$ cat src/rtl/sw_debounce.sv
// Switch conditioner: two-flop synchroniser plus per-channel debounce FSM
// producing a clean level and one-cycle rise/fall pulses.
module sw_debounce #(
  parameter int unsigned N               = 1,
  parameter int unsigned DEBOUNCE_CYCLES = 1000000
) (
  input  logic         CLOCK_50,
  input  logic         reset,
  input  logic [N-1:0] SW,
  output logic [N-1:0] sw_level,
  output logic [N-1:0] sw_rise,
  output logic [N-1:0] sw_fall,
  output logic         sw_any
);

  // Counter only needs to reach DEBOUNCE_CYCLES-1; one extra value keeps D=1 at width 1.
  localparam int unsigned CW = $clog2(DEBOUNCE_CYCLES + 1);
  localparam logic [CW-1:0] CNT_LAST = CW'(DEBOUNCE_CYCLES - 1);

  typedef enum logic [1:0] {
    STABLE_LO = 2'd0,
    WAIT_HI   = 2'd1,
    STABLE_HI = 2'd2,
    WAIT_LO   = 2'd3
  } state_t;

  logic [N-1:0] sw_s1;
  logic [N-1:0] sw_s2;

  // Two-stage synchroniser for the asynchronous switch inputs.
  always_ff @(posedge CLOCK_50 or posedge reset) begin
    if (reset) begin
      sw_s1 <= '0;
      sw_s2 <= '0;
    end else begin
      sw_s1 <= SW;
      sw_s2 <= sw_s1;
    end
  end

  for (genvar g = 0; g < int'(N); g++) begin : g_ch
    state_t        state;
    state_t        state_nx;
    logic [CW-1:0] cnt;
    logic [CW-1:0] cnt_nx;
    logic          level_q;
    logic          level_nx;
    logic          rise_q;
    logic          rise_nx;
    logic          fall_q;
    logic          fall_nx;

    // Channel state, qualification counter and registered outputs.
    always_ff @(posedge CLOCK_50 or posedge reset) begin
      if (reset) begin
        state   <= STABLE_LO;
        cnt     <= '0;
        level_q <= 1'b0;
        rise_q  <= 1'b0;
        fall_q  <= 1'b0;
      end else begin
        state   <= state_nx;
        cnt     <= cnt_nx;
        level_q <= level_nx;
        rise_q  <= rise_nx;
        fall_q  <= fall_nx;
      end
    end

    // Next state: any reversal during WAIT drops back to the stable state,
    // so qualification always restarts from zero.
    always_comb begin
      state_nx = state;
      cnt_nx   = cnt;
      level_nx = level_q;
      rise_nx  = 1'b0;
      fall_nx  = 1'b0;
      case (state)
        STABLE_LO: begin
          if (sw_s2[g]) begin
            state_nx = WAIT_HI;
            cnt_nx   = '0;
          end
        end
        WAIT_HI: begin
          if (!sw_s2[g]) begin
            state_nx = STABLE_LO;
            cnt_nx   = '0;
          end else if (cnt == CNT_LAST) begin
            state_nx = STABLE_HI;
            level_nx = 1'b1;
            rise_nx  = 1'b1;
          end else begin
            cnt_nx = cnt + CW'(1);
          end
        end
        STABLE_HI: begin
          if (!sw_s2[g]) begin
            state_nx = WAIT_LO;
            cnt_nx   = '0;
          end
        end
        WAIT_LO: begin
          if (sw_s2[g]) begin
            state_nx = STABLE_HI;
            cnt_nx   = '0;
          end else if (cnt == CNT_LAST) begin
            state_nx = STABLE_LO;
            level_nx = 1'b0;
            fall_nx  = 1'b1;
          end else begin
            cnt_nx = cnt + CW'(1);
          end
        end
        default: begin
          state_nx = STABLE_LO;
          cnt_nx   = '0;
          level_nx = 1'b0;
        end
      endcase
    end

    assign sw_level[g] = level_q;
    assign sw_rise[g]  = rise_q;
    assign sw_fall[g]  = fall_q;
  end

  // Edge summary straight from the registered pulses.
  assign sw_any = |{sw_rise, sw_fall};

endmodule

$ cat config.mk
export PLATFORM = sky130hd
export DESIGN_NAME = sw_debounce
export DESIGN_NICKNAME = d
export VERILOG_FILES = /design/src/rtl/sw_debounce.sv
export SDC_FILE = /design/constraint.sdc
export NUM_CORES = 1
export LEC_CHECK = 0
export ABC_CLOCK_PERIOD_IN_PS = 2600
export CAP_MARGIN = 10
export CELL_PAD_IN_SITES_DETAIL_PLACEMENT = 1
export CELL_PAD_IN_SITES_GLOBAL_PLACEMENT = 1
export CORE_MARGIN = 2
export CORE_UTILIZATION = 40
export CTS_CLUSTER_DIAMETER = 60
export DETAILED_ROUTE_END_ITERATION = 12
export GPL_ROUTABILITY_DRIVEN = 0
export PLACE_DENSITY_LB_ADDON = 0.25
export SLEW_MARGIN = 5
export SYNTH_ARGS = -nofsm -noshare
export SYNTH_HDL_FRONTEND = slang
export SYNTH_SLANG_ARGS = --single-unit
$ cat constraint.sdc
create_clock -name CLOCK_50 -period 2.6 [get_ports CLOCK_50]
set_input_delay 0.65 -clock CLOCK_50 [delete_from_list [all_inputs] [get_ports CLOCK_50]]
set_output_delay 0.65 -clock CLOCK_50 [all_outputs]
set_load 0.1 [all_outputs]
# Word level (Yosys, flattened, before mapping)
# Cells that the tools add are included.
[word_totals]
ram_bits = 0
output_inout_bits = 4
latch_bits = 0
mem_bits_ro = 0
ff_bits = 27
mem_count = 0
input_bits = 3
[classes]
addsub = 1
n_lt_le_gt_ge = 0
n_shift = 0
div = 0
bitwise_logic = 0
eq_ne = 12
n_reduce_logical = 6
muxes = 23
mul = 0
[op_table]
columns = ["op", "count"]
rows = [
  ["two-way mux 20 bit", 5],
  ["one-hot mux 20 bit (4 select lines)", 1],
  ["adder 20 x 1 -> 20 bit (second input constant)", 1],
  ["equality test 20 bit (second input constant)", 1],
  ["two-way mux 2 bit", 6],
  ["inequality test 2 bit (second input constant)", 6],
  ["two-way mux 1 bit", 9],
  ["one-hot mux 2 bit (4 select lines)", 1],
  ["inequality test 3 bit (second input constant)", 2],
  ["AND reduction 5 bit", 1],
  ["equality test 2 bit (second input constant)", 2],
  ["AND reduction 4 bit", 1],
  ["equality test 2 x 1 -> 1 bit (second input constant)", 1],
  ["logical NOT 2 bit", 1],
  ["one-hot mux 1 bit (2 select lines)", 1],
  ["AND reduction 2 bit", 1],
  ["nonzero test 2 bit", 1],
  ["OR reduction 2 bit", 1],
]

# Longest topological paths before layout
# Gate-level depths: netlist of the first run.
[depth]
depth_word = 4
depth_mapped = 6
mapped_depth_nobuf = 5

# Worst setup path before layout of the first run
# Ideal clock, no wire load.
[synth_timing]
kind = "flip-flop to output port"
startpoint = "register g_ch[0].fall_q, in the netlist sw_fall"
endpoint = "output port sw_any"
t_required_ns = 1.950
n_path_buf = 0
arrival_ns = 1.472
stages_incl_launch_ff = 2
path_slack_ns = 0.478
cell_sequence = "dfrtp_1 -> or2_2"
[synth_between]
elab_chain_len = 1
[synth_rtl]
columns = ["element", "line_no", "text"]
rows = [
  ["start, declared", "50", "logic fall_q;"],
  ["start signal, assigned", "66", "fall_q <= fall_nx;"],
  ["OR reduction 2 bit", "129", "assign sw_any = |{sw_rise, sw_fall};"],
  ["end, declared", "13", "output logic sw_any"],
]
# Every way passes these cells.

==> summary.md, run 1 <==
| Metric | Value |
|---|---|
| Xor/xnor share of the synthesized area | 5.50% |
| DR iter-0 viols | 30 |
| Netlist cell types | 45 |
| HPWL Detailed | 2540 um |
| Compound-Gate Fraction of Synth Area | 14.6% |
| Mux cell area share after synthesis | 0.786% |
| Core area | 0.00339 mm^2 |
| Setup-failing EPs final | 0 |
| Largest delay share family, worst path | simple AND/OR/NAND/NOR gates |
| Post-CTS Resized | 0 |
| Clk_lat worst skew | 0.33 ns |
| Routed Antenna Nets | 0 |
| Worst-path fanout max | 8 |
| Max incr delay on CP | 0.57 ns |
| Crit path kind | reg -> reg |
| Reg clk slew, reported paths | 0.15 ns |
| Final Power | 0.000662 W |
| Post-Syn Nets | 152 |
| Crit path DAT | 2.30 ns |
| RSZ-0062 raised after global routing | false |
| Initial Util | 42.3% |
| Max frequency | 0.482 GHz |
| Sequential share of the synthesized area | 47.2% |
| Total GRT Usage | 18.6% |
| Actual slew at the worst max-slew pin | 0.428 ns |
| Final Max Tran Viols | 0 |
| Initial antenna violation count | 0 |
| Detailed-router iteration count before antenna repair | 4 |
| Global route overflow | 0 |
| Share of layout cells above drive strength 1 | 16.6% |
| # H-tree levels | 1 |
| CTS tree | built |
| Num CTS Buffers | 3 |
| Post-Synth Adder-Cell Area | 0.873% |
| Drt wl/cell | 17.1 um |
| Syn. warnings | 0 |
| Clock sink count | 27 |
| Postcts setup bufs | 0 |
| Die ar. | 0.00408 mm^2 |
| DR vias | 1,140 |
| Width of the die | 63.8 um |
| Max Cap Viol | 0 |
| Slew margin rel. | 71.4% |
| Cell count after synthesis | 148 |
| Avg Cell Area, Syn | 9.68 um^2 |
| Setup Skew | 0.0130 ns |
| Final wirelength | 3480 um |
| Largest net degree at the start of global routing | 28 |
| Multi-input gate area | 692 um^2 |
| Seq cells post-synth | 27 |
| Req. time, crit path | 2.83 ns |
| Hold WC Path Type | reg -> reg |
| Fillcell total | 391 |
| Via density | 5.62 |
| Clock Tree Buf Depth | 2 |
| I/O Pins | 7 |
| Synth Area in Simple Gates | 26.6% |
| Status | finished clean |
| First-pass GRT wire length | 5860 um |
| Cell Chain, Critical Path | or4bb_1, nor4_4, and3_1, mux2_1 |
| Synth async-reset ratio | 100% |
| Root cell of the clock tree | clkbuf_4 |
| Final Hold Fails | 0 |
| Antenna cells | 0 |
| CTS Hold Bufs | 0 |
| Worst setup SP type | register |
| Largest family of logic cells by synthesized area | simple AND/OR/NAND/NOR gates |
| Die Y-Extent | 63.8 um |
| Power Dens Cells | 425 mW/mm^2 |
| Post-synth EDFFs | 0 |
| Leakage | 0.663 nW |
| Final min period | 2.07 ns |
| Post-Syn Area | 0.00143 mm^2 |
| # rows | 21 |
| Final Net Count | 162 |
| Syn-to-layout area delta | 8.73% |
| # DRC | 0 |
| Crit end category | register |
| Final cycle utilization of the critical path | 79.7% |
| Port Buf Inserts | 6 |
| Register area | 676 um^2 |
| CP bufs+invs | 0 |
| Slowest stage cell on the critical path | or4bb_1 |
| Setup total negative slack | 0 ns |
| Max VDD drop | 0.186 mV |
| Top FF cell, synth | dfrtp_1 |
| Vias in the first global route | 1,234 |
-- worst paths after layout --
| kind | startpoint | to | slack, ns | depth (start not counted) |
|---|---|---|---|---|
| hold / removal | sw_s1 | sw_s2 | 0.38 | 0 |
| min in group asynchronous | reset | sw_s1 | 0.66 | 3 |
| hold reg to reg | sw_s1 | sw_s2 | 0.38 | 0 |
| max in group asynchronous | reset | g_ch[0].cnt[19] | 1.67 | 3 |
| setup reg to reg | g_ch[0].cnt[11] | register | 0.53 | 4 |
| setup / recovery | g_ch[0].cnt[11] | register | 0.53 | 4 |
-- metrics by stage --
stage / worst slack, ns / cells / instance area, um^2 / utilization, % / hold WS (ns)
after detailed placement: 0.536 / 199 / 1530 / 45.2 / 0.342
after CTS: 0.512 / 203 / 1560 / 46.0 / 0.375
after floorplan: 0.478 / 148 / 1430 / - / 0.331
after global placement: 0.582 / 199 / 1530 / 45.2 / 0.336
final: 0.527 / 203 / 1560 / 46.0 / 0.375
after global routing: 0.395 / 203 / 1560 / 46.0 / 0.392
-- cell families (layout without fill, tap and decap cells) --
group                      count (synthesis)  count (layout)
and+or+nand+nor                           65              65
AOI/OAI and AO/OA                         33              33
xor gates and xnor gates                   9               9
DFF                                       27              27
adders and majority gates                  1               1
muxes                                      1               1
buffers and inverters                     12              21
-- area by class of cell --
type | instances | share of cell area (%)
inverter | 7 | 1.69
timing repair buffer | 10 | 5.14
clock buffer | 4 | 1.69
tap | 46 | 3.69
multi-input combinational | 109 | 44.4
sequential | 27 | 43.4
-- worst reg2reg max path, delay by kind of cell (launching register included) --
family,cells,cell delay (ns)
simple gates,3,1.16
flops,1,0.47
mux,1,0.36
-- power breakdown --
group           total, W  internal (W)  switching [W]
clock network   0.000187     0.0000601       0.000127
logic          0.0000431     0.0000142      0.0000289
registers       0.000432      0.000425     0.00000671
-- cell usage in the layout, fill, tap and decap left out, types with 5 or more instances in the layout --
cell      n
and3_1    5
xnor2_1   6
nand4_1   5
dfrtp_1  27
a21oi_1   6
inv_1     7
nand2_1   9
o21ai_0  11
nand3_1  11
buf_4     8
nor2_1   15
-- registers in the layout (all words and copies together), names as in the netlist, named ones only --
signal / cells
sw_fall: 1
sw_level: 1
g_ch.state: 1
sw_rise: 1
sw_s1: 1
g_ch.cnt: 20
sw_s2: 1
-- Yosys cell counts, types with 2 or more instances --
cell | n | area [um^2]
a211oi_1 | 2 | 15.0
a21oi_1 | 6 | 30.0
a31oi_1 | 3 | 18.8
and3_1 | 5 | 31.3
and3_2 | 3 | 22.5
buf_6 | 2 | 22.5
dfrtp_1 | 27 | 676
inv_1 | 7 | 26.3
nand2_1 | 9 | 33.8
nand3_1 | 11 | 55.1
nand4_1 | 5 | 31.3
nor2_1 | 15 | 56.3
nor3_1 | 3 | 15.0
nor4_1 | 2 | 12.5
o21ai_0 | 11 | 55.1
xnor2_1 | 6 | 52.6
xor2_1 | 3 | 26.3
-- layer usage --
| metal | vias to the layer above | GRT usage [%] | routed length (um) |
|---|---|---|---|
| met1 | 576 | 24.3 | 1670 |
| met3 | 5 | 2.64 | 56 |
| li1 | 550 | - | - |
| met5 | - | 0 | 0 |
| met2 | 9 | 31.6 | 1720 |
| met4 | 0 | 5.71 | 40 |
Power figures use the tool's default switching activity.
==> inputs of run 2 (changes only) <==
ABC_CLOCK_PERIOD_IN_PS = 1800   (was 2600)
clock period = 1.8 ns   (was 2.6 ns; I/O delays follow)
==> run 2 against run 1 <==
Wire length rose by 12%. Worst hold slack improved by 0.0062 ns. Clock-buffer cell count stayed put. The flow now finishes with violations (setup timing). Critical path type unchanged. Largest cell class unchanged. Total power up 47%. Sequential share of layout area fell by 6.3 points. Highest routed layer unchanged.
==> summary.md, run 2 (synthesis gave the netlist of run 1 again) <==
| Metric | Value |
|---|---|
| Status | complete, but fails checks |
| Failing checks | setup timing |
| Core area | 0.00339 mm^2 |
| Setup-failing EPs final | 15 |
| Final Hold Fails | 0 |
| Endpoint, Worst Hold | sw_s2 |
| Cell Chain, Critical Path | or4bb_1, nor4_4, and3_4, mux2_4 |
| Hold Crit Depth | 0 |
| Crit path DAT | 2.17 ns |
| Final min period | 1.94 ns |
| Max Cap Viol | 0 |
| Drt wl/cell | 17.5 um |
| Worst setup SP type | register |
| Final cycle utilization of the critical path | 108% |
| CTS tree | built |
| # rows | 21 |
| Reg clk slew, reported paths | 0.15 ns |
| CP bufs+invs | 0 |
| RSZ-0062 raised after global routing | true |
| Reg2reg path depth | 4 |
| Hold WC Path Type | reg -> reg |
| GR Util met2 | 35.7% |
| Initial Util | 42.3% |
| HPWL Detailed | 2810 um |
| DR vias | 1,244 |
| # DRC | 0 |
| Num CTS Buffers | 3 |
| I/O Pins | 7 |
| Final Net Count | 182 |
| Setup total negative slack | -1.48 ns |
| Fillcell total | 382 |
| Detailed-router iteration count before antenna repair | 4 |
| First-pass GRT wire length | 6450 um |
| Port Buf Inserts | 6 |
| Clock sink count | 27 |
| Root cell of the clock tree | clkbuf_4 |
| Die ar. | 0.00408 mm^2 |
| Final WS setup | -0.140 ns |
| Max FFs per register | 20 |
| Crit path kind | reg -> reg |
| Max VDD drop | 0.285 mV |
| Width of the die | 63.8 um |
| Largest register by flop count | g_ch.cnt |
| Commonest non-fill, non-tap cell in the layout | dfrtp_1 |
| Largest delay share family, worst path | simple AND/OR/NAND/NOR gates |
| Most frequent cells in the layout | dfrtp_1 (25), buf_4 (23), nor2_1 (13) |
| R2R Path Start | g_ch[0].cnt[12] |
| Final wirelength | 3900 um |
| Met3 Use GR | 1.58% |
| DR iter-0 viols | 54 |
| Die Y-Extent | 63.8 um |
| Worst-path fanout max | 3 |
| Slew margin rel. | 67.2% |
| Via density | 5.58 |
| Post-Place Cell Area | 0.00174 mm^2 |
| Max frequency | 0.515 GHz |
| Total GRT Usage | 20.6% |
| Slowest stage cell on the critical path | or4bb_1 |
| Final Max Tran Viols | 0 |
| # H-tree levels | 1 |
| Routed Antenna Nets | 0 |
| Vias in the first global route | 1,330 |
| GR Util met1 | 26.7% |
| Actual slew at the worst max-slew pin | 0.491 ns |
| Clock Tree Buf Depth | 2 |
| Syn-to-layout area delta | 27.7% |
| Global route overflow | 0 |
| Clk_lat worst skew | 0.33 ns |
| Busiest grt layer | met2 |
| Leakage | 0.761 nW |
| Share of layout cells above drive strength 1 | 32.8% |
| Initial antenna violation count | 0 |
| Hold Crit Start | sw_s1 |
| Setup Skew | 0.00622 ns |
| Power Dens Cells | 532 mW/mm^2 |
| Fin area | 0.00183 mm^2 |
| Largest net degree at the start of global routing | 28 |
| Crit end category | register |
| Worst R2R Setup Slack | -0.14 ns |
| Max incr delay on CP | 0.55 ns |
| Req. time, crit path | 2.03 ns |
| Antenna cells | 0 |
run 2: changes by cell type in the layout (fill, tap and decap cells not counted), moves of 2 or more:
| cell | previous run | this run |
|---|---|---|
| nor2_2 | 0 | 2 |
| buf_12 | 0 | 4 |
| nor2_1 | 15 | 13 |
| dfrtp_1 | 27 | 25 |
| dfrtp_2 | 0 | 2 |
| buf_4 | 8 | 23 |
| a21oi_1 | 6 | 4 |
run 2: power breakdown:
part | internal [W] | switching [W] | total [W]
Clock | 0.0000871 | 0.000189 | 0.000276
Sequential | 0.000614 | 0.00000738 | 0.000621
Combinational | 0.0000291 | 0.0000478 | 0.0000769
run 2: how the worst max path moves through the flow:
stage                     slack (ns)             from  cells past startpoint               to
after CTS                      -0.14  g_ch[0].cnt[12]                      6  g_ch[0].cnt[12]
after floorplan                -0.15  g_ch[0].cnt[12]                      5         register
after global routing           -0.25  g_ch[0].cnt[12]                      5   g_ch[0].cnt[5]
after global placement         -0.07  g_ch[0].cnt[12]                      4         register
final                          -0.14  g_ch[0].cnt[12]                      4         register
after detailed placement       -0.12  g_ch[0].cnt[12]                      4         register
run 2: layout make-up:
cell class | instances | area [um^2] | area share, %
sequential | 27 | 678 | 37.1
tap | 46 | 57.6 | 3.15
clock buffer | 4 | 26.3 | 1.44
timing repair buffer | 30 | 284 | 15.5
inverter | 7 | 26.3 | 1.44
multi-input combinational | 109 | 757 | 41.4
run 2: per-layer routing:
layer,share of wire (%),vias up
met5,0,-
met4,1.5,0
met3,1.5,4
met2,51,11
met1,46,635
li1,-,594
run 2: timing repair:
item / 4_1_cts / 5_1_grt
hold buffers: 0 / 0
setup endpoints to repair: 16 / 19
gates cloned: 0 / 0
buffers inserted: 0 / 0
pin swaps: 6 / 1
gates resized for setup: 7 / 6
run 2: metrics by stage:
stage | instances | setup slack [ns] | utilization (%) | hold WS (ns) | total power, W
floorplan | 148 | -0.151 | - | 0.331 | 0.000674
finish | 223 | -0.140 | 54.0 | 0.382 | 0.000974
CTS | 223 | -0.135 | 53.1 | 0.386 | 0.000988
detailed placement | 219 | -0.115 | 51.4 | 0.352 | 0.000708
global placement | 219 | -0.0735 | 51.4 | 0.331 | 0.000703
global route | 223 | -0.246 | 54.0 | 0.394 | 0.00102
